### src/rtl/cover_pkg.sv
// Shared types and helpers for the toggle-cover collector slice.
package cover_pkg;

  localparam int COVER_IDX_W = 32;

  typedef logic [COVER_IDX_W-1:0] cover_idx_t;

  // Ceiling log2, never below 1 so that a 1-point monitor still gets a real bus.
  function automatic int clog2(input int n);
    int r;
    r = 0;
    while ((1 << r) < n) r++;
    return (r < 1) ? 1 : r;
  endfunction

endpackage

### src/rtl/cover_toggle_collector_if.sv
// Valid/ready stream carrying absolute cover indices to the coverage drain.
interface cover_stream_if
  import cover_pkg::*;
#(
  parameter int IDX_W = COVER_IDX_W
) ();

  logic             out_valid;
  logic             out_ready;
  logic [IDX_W-1:0] out_index;

  modport master (output out_valid, output out_index, input out_ready);
  modport slave  (input out_valid, input out_index, output out_ready);

endinterface

### src/rtl/cover_prio_enc.sv
// Lowest-set-bit encoder: index of the lowest asserted bit plus an any-set flag.
module cover_prio_enc
  import cover_pkg::*;
#(
  parameter int WIDTH = 27,
  parameter int EW    = clog2(WIDTH)
) (
  input  logic [WIDTH-1:0] vec,
  output logic [EW-1:0]    idx,
  output logic             any
);

  always_comb begin
    idx = '0;
    any = 1'b0;
    for (int i = WIDTH - 1; i >= 0; i--) begin
      if (vec[i]) begin
        idx = EW'(i);
        any = 1'b1;
      end
    end
  end

endmodule

### src/rtl/cover_toggle_collector.sv
// Sticky first-hit toggle-cover recorder; newly covered points are streamed
// out as absolute cover indices, lowest pending bit first.
module cover_toggle_collector
  import cover_pkg::*;
#(
  parameter int WIDTH       = 27,
  parameter int COVER_INDEX = 0,
  parameter int COVER_TOTAL = 10906,
  parameter int IDX_W       = COVER_IDX_W,
  parameter int CNT_W       = clog2(WIDTH + 1)
) (
  input  logic              clock,
  input  logic              reset,
  input  logic [WIDTH-1:0]  valid,
  input  logic              enable,
  input  logic              clear,
  cover_stream_if.master    stream,
  output logic [CNT_W-1:0]  covered_count,
  output logic              all_covered
);

  localparam int EW = clog2(WIDTH);

  if (WIDTH < 1 || WIDTH > 1024) begin : g_bad_width
    $error("cover_toggle_collector: WIDTH must be 1..1024");
  end
  if (COVER_INDEX + WIDTH > COVER_TOTAL) begin : g_bad_range
    $error("cover_toggle_collector: COVER_INDEX + WIDTH exceeds COVER_TOTAL");
  end
  if ($bits(stream.out_index) != IDX_W) begin : g_bad_idx_w
    $error("cover_toggle_collector: stream IDX_W does not match IDX_W");
  end

  logic [WIDTH-1:0] covered;
  logic [WIDTH-1:0] pending;
  logic [WIDTH-1:0] new_hits;
  logic [WIDTH-1:0] pend_low;
  logic [CNT_W-1:0] hit_cnt;
  logic [CNT_W-1:0] next_count;
  logic [EW-1:0]    pend_idx;
  logic             pend_any;
  logic             load;

  assign new_hits = (enable ? valid : '0) & ~covered;

  always_comb begin
    hit_cnt = '0;
    for (int i = 0; i < WIDTH; i++) begin
      hit_cnt = hit_cnt + CNT_W'(new_hits[i]);
    end
  end

  assign next_count = covered_count + hit_cnt;

  cover_prio_enc #(
    .WIDTH (WIDTH),
    .EW    (EW)
  ) u_prio_enc (
    .vec (pending),
    .idx (pend_idx),
    .any (pend_any)
  );

  // Two's-complement trick isolates the same bit the encoder selected.
  assign pend_low = pending & (~pending + WIDTH'(1));
  assign load     = (!stream.out_valid || stream.out_ready) && pend_any;

  always_ff @(posedge clock or posedge reset) begin
    if (reset) begin
      covered          <= '0;
      pending          <= '0;
      covered_count    <= '0;
      all_covered      <= 1'b0;
      stream.out_valid <= 1'b0;
      stream.out_index <= '0;
    end else if (clear) begin
      covered          <= '0;
      pending          <= '0;
      covered_count    <= '0;
      all_covered      <= 1'b0;
      stream.out_valid <= 1'b0;
    end else begin
      covered       <= covered | new_hits;
      pending       <= (pending | new_hits) & ~(load ? pend_low : '0);
      covered_count <= next_count;
      all_covered   <= (next_count == CNT_W'(WIDTH));
      if (load) begin
        stream.out_valid <= 1'b1;
        stream.out_index <= IDX_W'(COVER_INDEX) + IDX_W'(pend_idx);
      end else if (stream.out_ready) begin
        stream.out_valid <= 1'b0;
      end
    end
  end

endmodule

### src/flat_wrapper.sv
// flat-port wrapper written by rule: the top's interface ports become plain ports
module cover_toggle_collector_flat import cover_pkg::*;
#(
  parameter int WIDTH       = 27,
  parameter int COVER_INDEX = 0,
  parameter int COVER_TOTAL = 10906,
  parameter int IDX_W       = COVER_IDX_W,
  parameter int CNT_W       = clog2(WIDTH + 1)
)
  (clock, reset, valid, enable, clear, covered_count, all_covered, stream_out_valid, stream_out_index, stream_out_ready);
  cover_stream_if #(.IDX_W(IDX_W)) stream_i ();
  input  logic clock;
  input  logic reset;
  input  logic [WIDTH-1:0] valid;
  input  logic enable;
  input  logic clear;
  output logic [CNT_W-1:0] covered_count;
  output logic all_covered;
  output wire logic [$bits(stream_i.out_valid)-1:0] stream_out_valid;
  output wire logic [$bits(stream_i.out_index)-1:0] stream_out_index;
  input wire logic [$bits(stream_i.out_ready)-1:0] stream_out_ready;
  assign stream_out_valid = stream_i.out_valid;
  assign stream_out_index = stream_i.out_index;
  assign stream_i.out_ready = stream_out_ready;
  cover_toggle_collector #(.WIDTH(WIDTH), .COVER_INDEX(COVER_INDEX), .COVER_TOTAL(COVER_TOTAL), .IDX_W(IDX_W), .CNT_W(CNT_W)) u_core (.clock(clock), .reset(reset), .valid(valid), .enable(enable), .clear(clear), .stream(stream_i), .covered_count(covered_count), .all_covered(all_covered));
endmodule
### config.mk
export PLATFORM = sky130hd
export DESIGN_NAME = cover_toggle_collector_flat
export DESIGN_NICKNAME = d
export VERILOG_FILES = /design/src/rtl/cover_pkg.sv /design/src/rtl/cover_toggle_collector_if.sv /design/src/rtl/cover_prio_enc.sv /design/src/rtl/cover_toggle_collector.sv /design/src/flat_wrapper.sv
export SDC_FILE = /design/constraint.sdc
export NUM_CORES = 1
export LEC_CHECK = 0
export BUFFER_PORTS_ARGS = -buffer_cell sky130_fd_sc_hd__buf_2
export CAP_MARGIN = 10
export CORE_MARGIN = 2
export CORE_UTILIZATION = 55
export CTS_BUF_LIST = sky130_fd_sc_hd__clkbuf_4 sky130_fd_sc_hd__clkbuf_8 sky130_fd_sc_hd__clkbuf_16
export CTS_CLUSTER_DIAMETER = 120
export DETAILED_ROUTE_END_ITERATION = 8
export HOLD_SLACK_MARGIN = 0.02
export MAX_ROUTING_LAYER = met4
export PLACE_DENSITY = 0.78
export RECOVER_POWER = 50
export SLEW_MARGIN = 25
export SYNTH_ARGS = -nofsm -noshare
export SYNTH_HDL_FRONTEND = slang
export SYNTH_SLANG_ARGS = --single-unit
### constraint.sdc
create_clock -name clock -period 15.09 [get_ports clock]
set_input_delay 1.509 -clock clock [delete_from_list [all_inputs] [get_ports clock]]
set_output_delay 1.509 -clock clock [all_outputs]
set_load 0.01 [all_outputs]
==> metrics.md, run 1 <==
| Metric | Value |
|---|---|
| Status | `finished with violations` |
| Violated checks | `max-capacitance violations, max-slew violations` |
| Fraction of registers with async set/reset | `100%` |
| WHS | `0.475 ns` |
| DRT iter0 DRCs | `308` |
| CTS buffer count | `9` |
| Register bit total from synthesis | `66` |
| Cell Rows | `31` |
| Worst Hold Path Cells | `2` |
| Synth-to-layout area growth | `9.56%` |
| Worst r2r dst | `u_core.all_covered` |
| Max-slew headroom | `-134%` |
| CTS max path bufs | `2` |
| CTS Sinks | `66` |
| Drt wl/cell | `14.0 um` |
| Most used cell, CP | `fa_1` |
| Die area | `0.00820 mm^2` |
| Setup violators final | `0` |
| Antenna violations before repair | `0` |
| Vias in the first global route | `2930` |
| Share of layout cells above drive strength 1 | `16.3%` |
| Mapped cell area | `0.00412 mm^2` |
| Setup_tns | `0 ns` |
| Hold path startpoint | `u_core.stream.out_index[2]` |
| GRT overflow | `0` |
| FMAX | `149 MHz` |
| Total GRT Usage | `22.2%` |
| Netlist cell types | `50` |
| Static Leakage | `2.19 nW` |
| Wirelength, routed | `8.09 mm` |
| DP Area | `0.00431 mm^2` |
| CP required | `15.20 ns` |
| Design area | `0.00452 mm^2` |
| EDFF count, synth | `0` |
| Worst path slowest cell | `fa_1` |
| Synth area leaders | `dfrtp_1, fa_1, nor2_1` |
| Post-place setup slack | `8.03 ns` |
| Clock root buffer master | `clkbuf_8` |
| Crit-path max cell delay | `0.56 ns` |
| Setup CP Type | `in -> reg` |
| Final Skew | `0.0101 ns` |
| PostCTS Resize Cnt | `0` |
| Reg-to-reg startpoint | `u_core.covered[1]` |
| Worst R2R Path Depth | `16` |
| Fillers | `626` |
| Ys flop type | `dfrtp_1` |
| Arrival @ worst endpoint | `6.83 ns` |
| Multi-input logic area | `0.00217 mm^2` |
| Tot Pwr | `696 uW` |
| Placer Congestion | `0.850` |
| Worst-path clk slew | `0.07 ns` |
| Pwr/cell area | `154 mW/mm^2` |
| Seq/Total Area, Yosys | `40.1%` |
| Maxcap violations | `2` |
| First-pass GRT wire length | `14.2 mm` |
| Worst Hold Class | `reg -> reg` |
| Leading cell type in the layout, fill and taps excluded | `nor2_1` |
| Period Utilization, post-route | `44.5%` |
| Ant. Diodes | `0` |
| Synth top area share | `40.1%` |
| Drt pass-1 iters | `4` |
| Largest net degree at the start of global routing | `67` |
| FF-to-FF setup slack | `9.74 ns` |
| Crit end category | `flip-flop` |
| Worst Tran Pin Value | `3.51 ns` |
| Post-CTS setup buffers | `0` |
| Syn_area_per_cell | `9.50 um^2` |
| Starting density of the core | `56.8%` |
| Hold Path End | `u_core.stream.out_index[2]` |
| Mapped Cells | `434` |
| Nets | `540` |
| Critical path startpoint category | `primary input` |
| DP HPWL | `5.89 mm` |
| Crit-path max FO | `54` |
| H-tree levels | `3` |
| Number of synthesis warnings | `0` |
| Critical path cell sequence | `buf_2, buf_4, nand2_1, nor2_1, ha_1, inv_1, fa_1, fa_1, fa_1, fa_1, fa_1, fa_1, fa_1, fa_1, inv_1, a21o_1, a21oi_1, xnor2_1, nor4_1` |
| Tmin final | `6.72 ns` |
| Vias | `3032` |
| CTS tree | `built` |
| Yosys top cell by area | `dfrtp_1` |
| Die H | `90.6 um` |
| Commonest non-fill, non-tap cells in the layout | `nor2_1, dfrtp_1, a21oi_1` |
| Register area | `0.00165 mm^2` |
| VDD IR max | `0.000216 V` |
| Hold Buf Count CTS | `0` |
| Core box area | `0.00725 mm^2` |
| Remaining antenna violation count after routing | `0` |
| Final Max Tran Viols | `130` |
| Hold Fails Final Rpt | `0` |
| Die X-Extent | `90.6 um` |
| RSZ-0062 raised after global routing | `false` |
| Drt drc | `0` |
| Vias per cell | `5.25` |
| I/O pin total | `71` |
| I/O Buffers | `43` |
| Worst skew pair latency | `0.35 ns` |
| Setup slack after layout | `8.37 ns` |
stage by stage:
step	instances	utilization, %
after floorplan	460	-
after global placement	561	59.4
after detailed placement	561	59.4
after CTS	577	62.4
after global routing	577	62.3
final	577	62.3
where the power goes:
part           switching (mW)  leakage [nW]  internal, mW
registers              0.0157         0.869         0.198
logic                   0.180          1.22         0.138
clock network          0.0721         0.105        0.0926
layer usage:
layer | wire (um) | part of all wire, % | vias to the layer above | global-route usage (%)
met3 | 382 | 4.7 | 7 | 4.26
met4 | 97 | 1.2 | 0 | 7.69
met2 | 3750 | 46 | 77 | 31.3
li1 | - | - | 1509 | -
met5 | 0 | 0 | - | -
met1 | 3860 | 48 | 1439 | 32.4
synthesized netlist by cell type, drive strengths merged, types with 3 or more instances:
cell type	instances
nor3	5
a21oi	47
clkbuf	13
nor2	75
ha	15
o21ai	9
nand3b	15
a21o	4
a31oi	3
or3	4
nor4	15
xor2	3
or2	3
inv	32
nor2b	5
nand2	26
dfrtp	66
a211oi	9
a311oi	3
buf	31
o31ai	6
xnor2	4
fa	20
final cells by class:
type	count	share of cell area [%]
sequential	66	36.6
tap	99	2.74
timing repair buffer	46	5.10
clock inverter	7	2.08
clock buffer	9	2.74
multi-input combinational	318	48.1
inverter	32	2.66
worst max-delay path: cells and delay by family:
family	cells	cell delay, ns
AOI/OAI and AO/OA	2	0.17
buffers and inverters	4	0.63
xor gates and xnor gates	1	0.20
adders and majority gates	9	3.98
and+or+nand+nor	3	0.34
state kept, by name, summed over array words and instances (netlist names):
signal and cells:
u_core.all_covered 1, u_core.covered 27, u_core.covered_count 5, u_core.pending 27
u_core.stream.out_index 5, u_core.stream.out_valid 1
cell families after synthesis:
family / after synthesis / share of synthesized area, %
other cells: 1 / 0.0910
flops: 66 / 40.1
compound gates: 94 / 15.2
xor+xnor: 7 / 1.49
simple gates: 155 / 19.3
buf+inv: 76 / 9.59
fa+ha+maj: 35 / 14.3
worst max-delay path by stage:
stage	from	slack (ns)	cells past startpoint	to
2_1_floorplan	enable	8.30	19	u_core.all_covered
3_3_place_gp	enable	8.16	19	u_core.all_covered
3_5_place_dp	enable	8.03	19	u_core.all_covered
4_1_cts	enable	8.37	19	u_core.all_covered
5_1_grt	enable	7.97	19	u_core.all_covered
6_report	enable	8.37	19	u_core.all_covered
Note: power is estimated with default switching activity, not from simulation.
==> run 2, diff against run 1 <==
- CORE_UTILIZATION: 55 -> 51
- PLACE_DENSITY: 0.78 -> 0.76
- clock period: 15.09 -> 5.95 ns (I/O delays scaled with it)
==> run 2 against run 1 <==
The flow still finishes with violations (max-capacitance violations, max-slew violations). Die area is 7.5% higher. Setup slack worse by 7.8 ns. Global-route usage is 0.60 points lower. Highest routed layer unchanged. Non-clock buffer count is 2 higher. Core utilization is 4.1 points lower. Final cell count is 0.87% higher. Combinational power grew to 2.6 times the previous value. Power grew to 2.5 times the previous value. Cell area is 0.11% higher.
==> metrics.md, run 2 (synthesis gave the netlist of run 1 again) <==
| Metric | Value |
|---|---|
| Status | `finished with violations` |
| Violated checks | `max-capacitance violations, max-slew violations` |
| Drt pass-1 iters | `4 (unchanged)` |
| Final Max Tran Viols | `130 (unchanged)` |
| Crit-path max FO | `7 (-87%)` |
| Synth-to-layout area growth | `9.68%` |
| CTS max path bufs | `2 (unchanged)` |
| Vias per cell | `5.41 (+3.0%)` |
| WHS | `0.476 ns (+0.000740 ns)` |
| Tmin final | `5.41 ns` |
| Wirelength, routed | `8.60 mm (+6.2%)` |
| Die X-Extent | `93.9 um (+3.7%)` |
| CTS Sinks | `66 (unchanged)` |
| DRT iter0 DRCs | `241 (-22%)` |
| VDD IR max | `0.000477 V (+120%)` |
| Setup violators final | `0 (unchanged)` |
| Max-slew headroom | `-132% (+1.9 points)` |
| Die H | `93.9 um (+3.7%)` |
| Fillers | `705 (+13%)` |
| RSZ-0062 raised after global routing | `false` |
| Period Utilization, post-route | `90.9%` |
| Hold Buf Count CTS | `0 (unchanged)` |
| Starting density of the core | `53.1% (-3.8 points)` |
| Drt wl/cell | `14.8 um (+5.3%)` |
| Leading cell type in the layout, fill and taps excluded | `nor2_1` |
| Placer Congestion | `0.827 (-2.6%)` |
| I/O Buffers | `43 (unchanged)` |
| Static Leakage | `2.20 nW (+0.43%)` |
| CTS buffer count | `9 (unchanged)` |
| I/O pin total | `71 (unchanged)` |
| CTS tree | `built` |
| Pwr/cell area | `390 mW/mm^2 (+150%)` |
| Share of layout cells above drive strength 1 | `16.7% (+0.35 points)` |
| Maxcap violations | `2 (unchanged)` |
| Drt drc | `0 (unchanged)` |
| Core box area | `0.00777 mm^2 (+7.1%)` |
| Worst Tran Pin Value | `3.48 ns (-0.0288 ns)` |
| H-tree levels | `3 (unchanged)` |
| Vias in the first global route | `2906 (-0.82%)` |
| Final Skew | `0.00967 ns (-0.000455 ns)` |
| Remaining antenna violation count after routing | `0 (unchanged)` |
| Worst R2R Path Depth | `16 (unchanged)` |
| Die area | `0.00882 mm^2 (+7.5%)` |
| Post-place setup slack | `0.164 ns (-7.86 ns)` |
| Ant. Diodes | `0 (unchanged)` |
| Non-filler instance count after layout | `582 (+0.87%)` |
| Worst Hold Path Cells | `2 (unchanged)` |
| Largest net degree at the start of global routing | `67 (unchanged)` |
| DP HPWL | `6.34 mm (+7.7%)` |
| Setup_tns | `0 ns (unchanged)` |
| Largest registers | `u_core.covered x27, u_core.pending x27` |
| Worst Hold Class | `reg -> reg` |
| Nets | `542 (+0.37%)` |
| Worst skew pair latency | `0.35 ns (about the same)` |
| Setup CP Type | `in -> reg` |
| Vias | `3150 (+3.9%)` |
| GRT overflow | `0 (unchanged)` |
| Hold Fails Final Rpt | `0 (unchanged)` |
| PostCTS Resize Cnt | `0 (unchanged)` |
| First-pass GRT wire length | `14.3 mm (+0.73%)` |
| Critical path startpoint category | `primary input` |
| FMAX | `185 MHz` |
| Commonest non-fill, non-tap cells in the layout | `nor2_1, dfrtp_1, a21oi_1` |
| Setup slack after layout | `0.539 ns (-7.83 ns)` |
| Total GRT Usage | `21.6% (-0.60 points)` |
| Register area | `0.00165 mm^2 (unchanged)` |
| Cell Rows | `32 (+3.2%)` |
| Arrival @ worst endpoint | `5.52 ns (-1.31 ns)` |
| Clock root buffer master | `clkbuf_8` |
| CP required | `6.05 ns (-9.15 ns)` |
| Crit end category | `flip-flop` |
| Multi-input logic area | `0.00217 mm^2 (unchanged)` |
| Worst-path clk slew | `0.08 ns (about the same)` |
| Dpl cells | `566 (+0.89%)` |
| Antenna violations before repair | `0 (unchanged)` |
| Post-CTS setup buffers | `0 (unchanged)` |
[run 2: changes by cell type in the layout (fill, tap and decap cells not counted), sizes merged]
| cell | change |
|---|---|
| clkinvlp | -1 |
| bufinv | -1 |
| buf | +2 |
| clkbuf | +2 |
[run 2: final cells by class]
class,instances,area share (%)
Sequential cell,66,36.5
Inverter,32,2.66
Timing Repair Buffer,48,5.42
Clock inverter,5,1.16
Tap cell,102,2.82
Multi-Input combinational cell,318,48.0
Clock buffer,11,3.35
[run 2: worst paths after layout]
kind	to	startpoint	slack [ns]
worst max-delay path	u_core.all_covered	enable	0.54
worst min-delay path	u_core.stream.out_index[3]	u_core.stream.out_index[3]	0.48
worst max register to register	u_core.all_covered	u_core.covered[1]	0.60
worst min register to register	u_core.stream.out_index[3]	u_core.stream.out_index[3]	0.48
max in group asynchronous	u_core.pending[0]	reset	2.38
min in group asynchronous	u_core.pending[3]	reset	1.57
[run 2: per-layer routing]
metal  vias up  part of all wire, %  track usage (%)
li1       1522                    -                -
met1      1543                   45             29.9
met2        75                   49             32.1
met3        10                  4.8             3.93
met4         0                  1.5             8.09
met5         -                    0                -
[run 2: power by group]
group | leakage, nW | switching (mW) | internal [mW] | total (mW)
clock | 0.105 | 0.179 | 0.214 | 0.393
combinational | 1.23 | 0.470 | 0.358 | 0.828
sequential | 0.869 | 0.0397 | 0.501 | 0.541
[run 2: per-stage QoR]
stage	util [%]	cell area (um^2)	total power [mW]
5_1_grt	58.2	4520	1.92
3_5_place_dp	55.7	4320	1.38
4_1_cts	58.3	4530	1.78
6_report	58.2	4520	1.76
2_1_floorplan	-	4220	1.19
3_3_place_gp	55.7	4320	1.34
[run 2: critical path, cell delays in order]
cell,delay [ns]
buf_2,0.15
nand2_1,0.06
nor2_1,0.14
ha_1,0.25
inv_1,0.07
fa_1,0.44
fa_1,0.58
fa_1,0.46
fa_1,0.53
fa_1,0.43
fa_1,0.48
fa_1,0.41
fa_1,0.41
inv_1,0.07
a21o_1,0.11
a21oi_1,0.07
xnor2_1,0.18
nor4_1,0.08
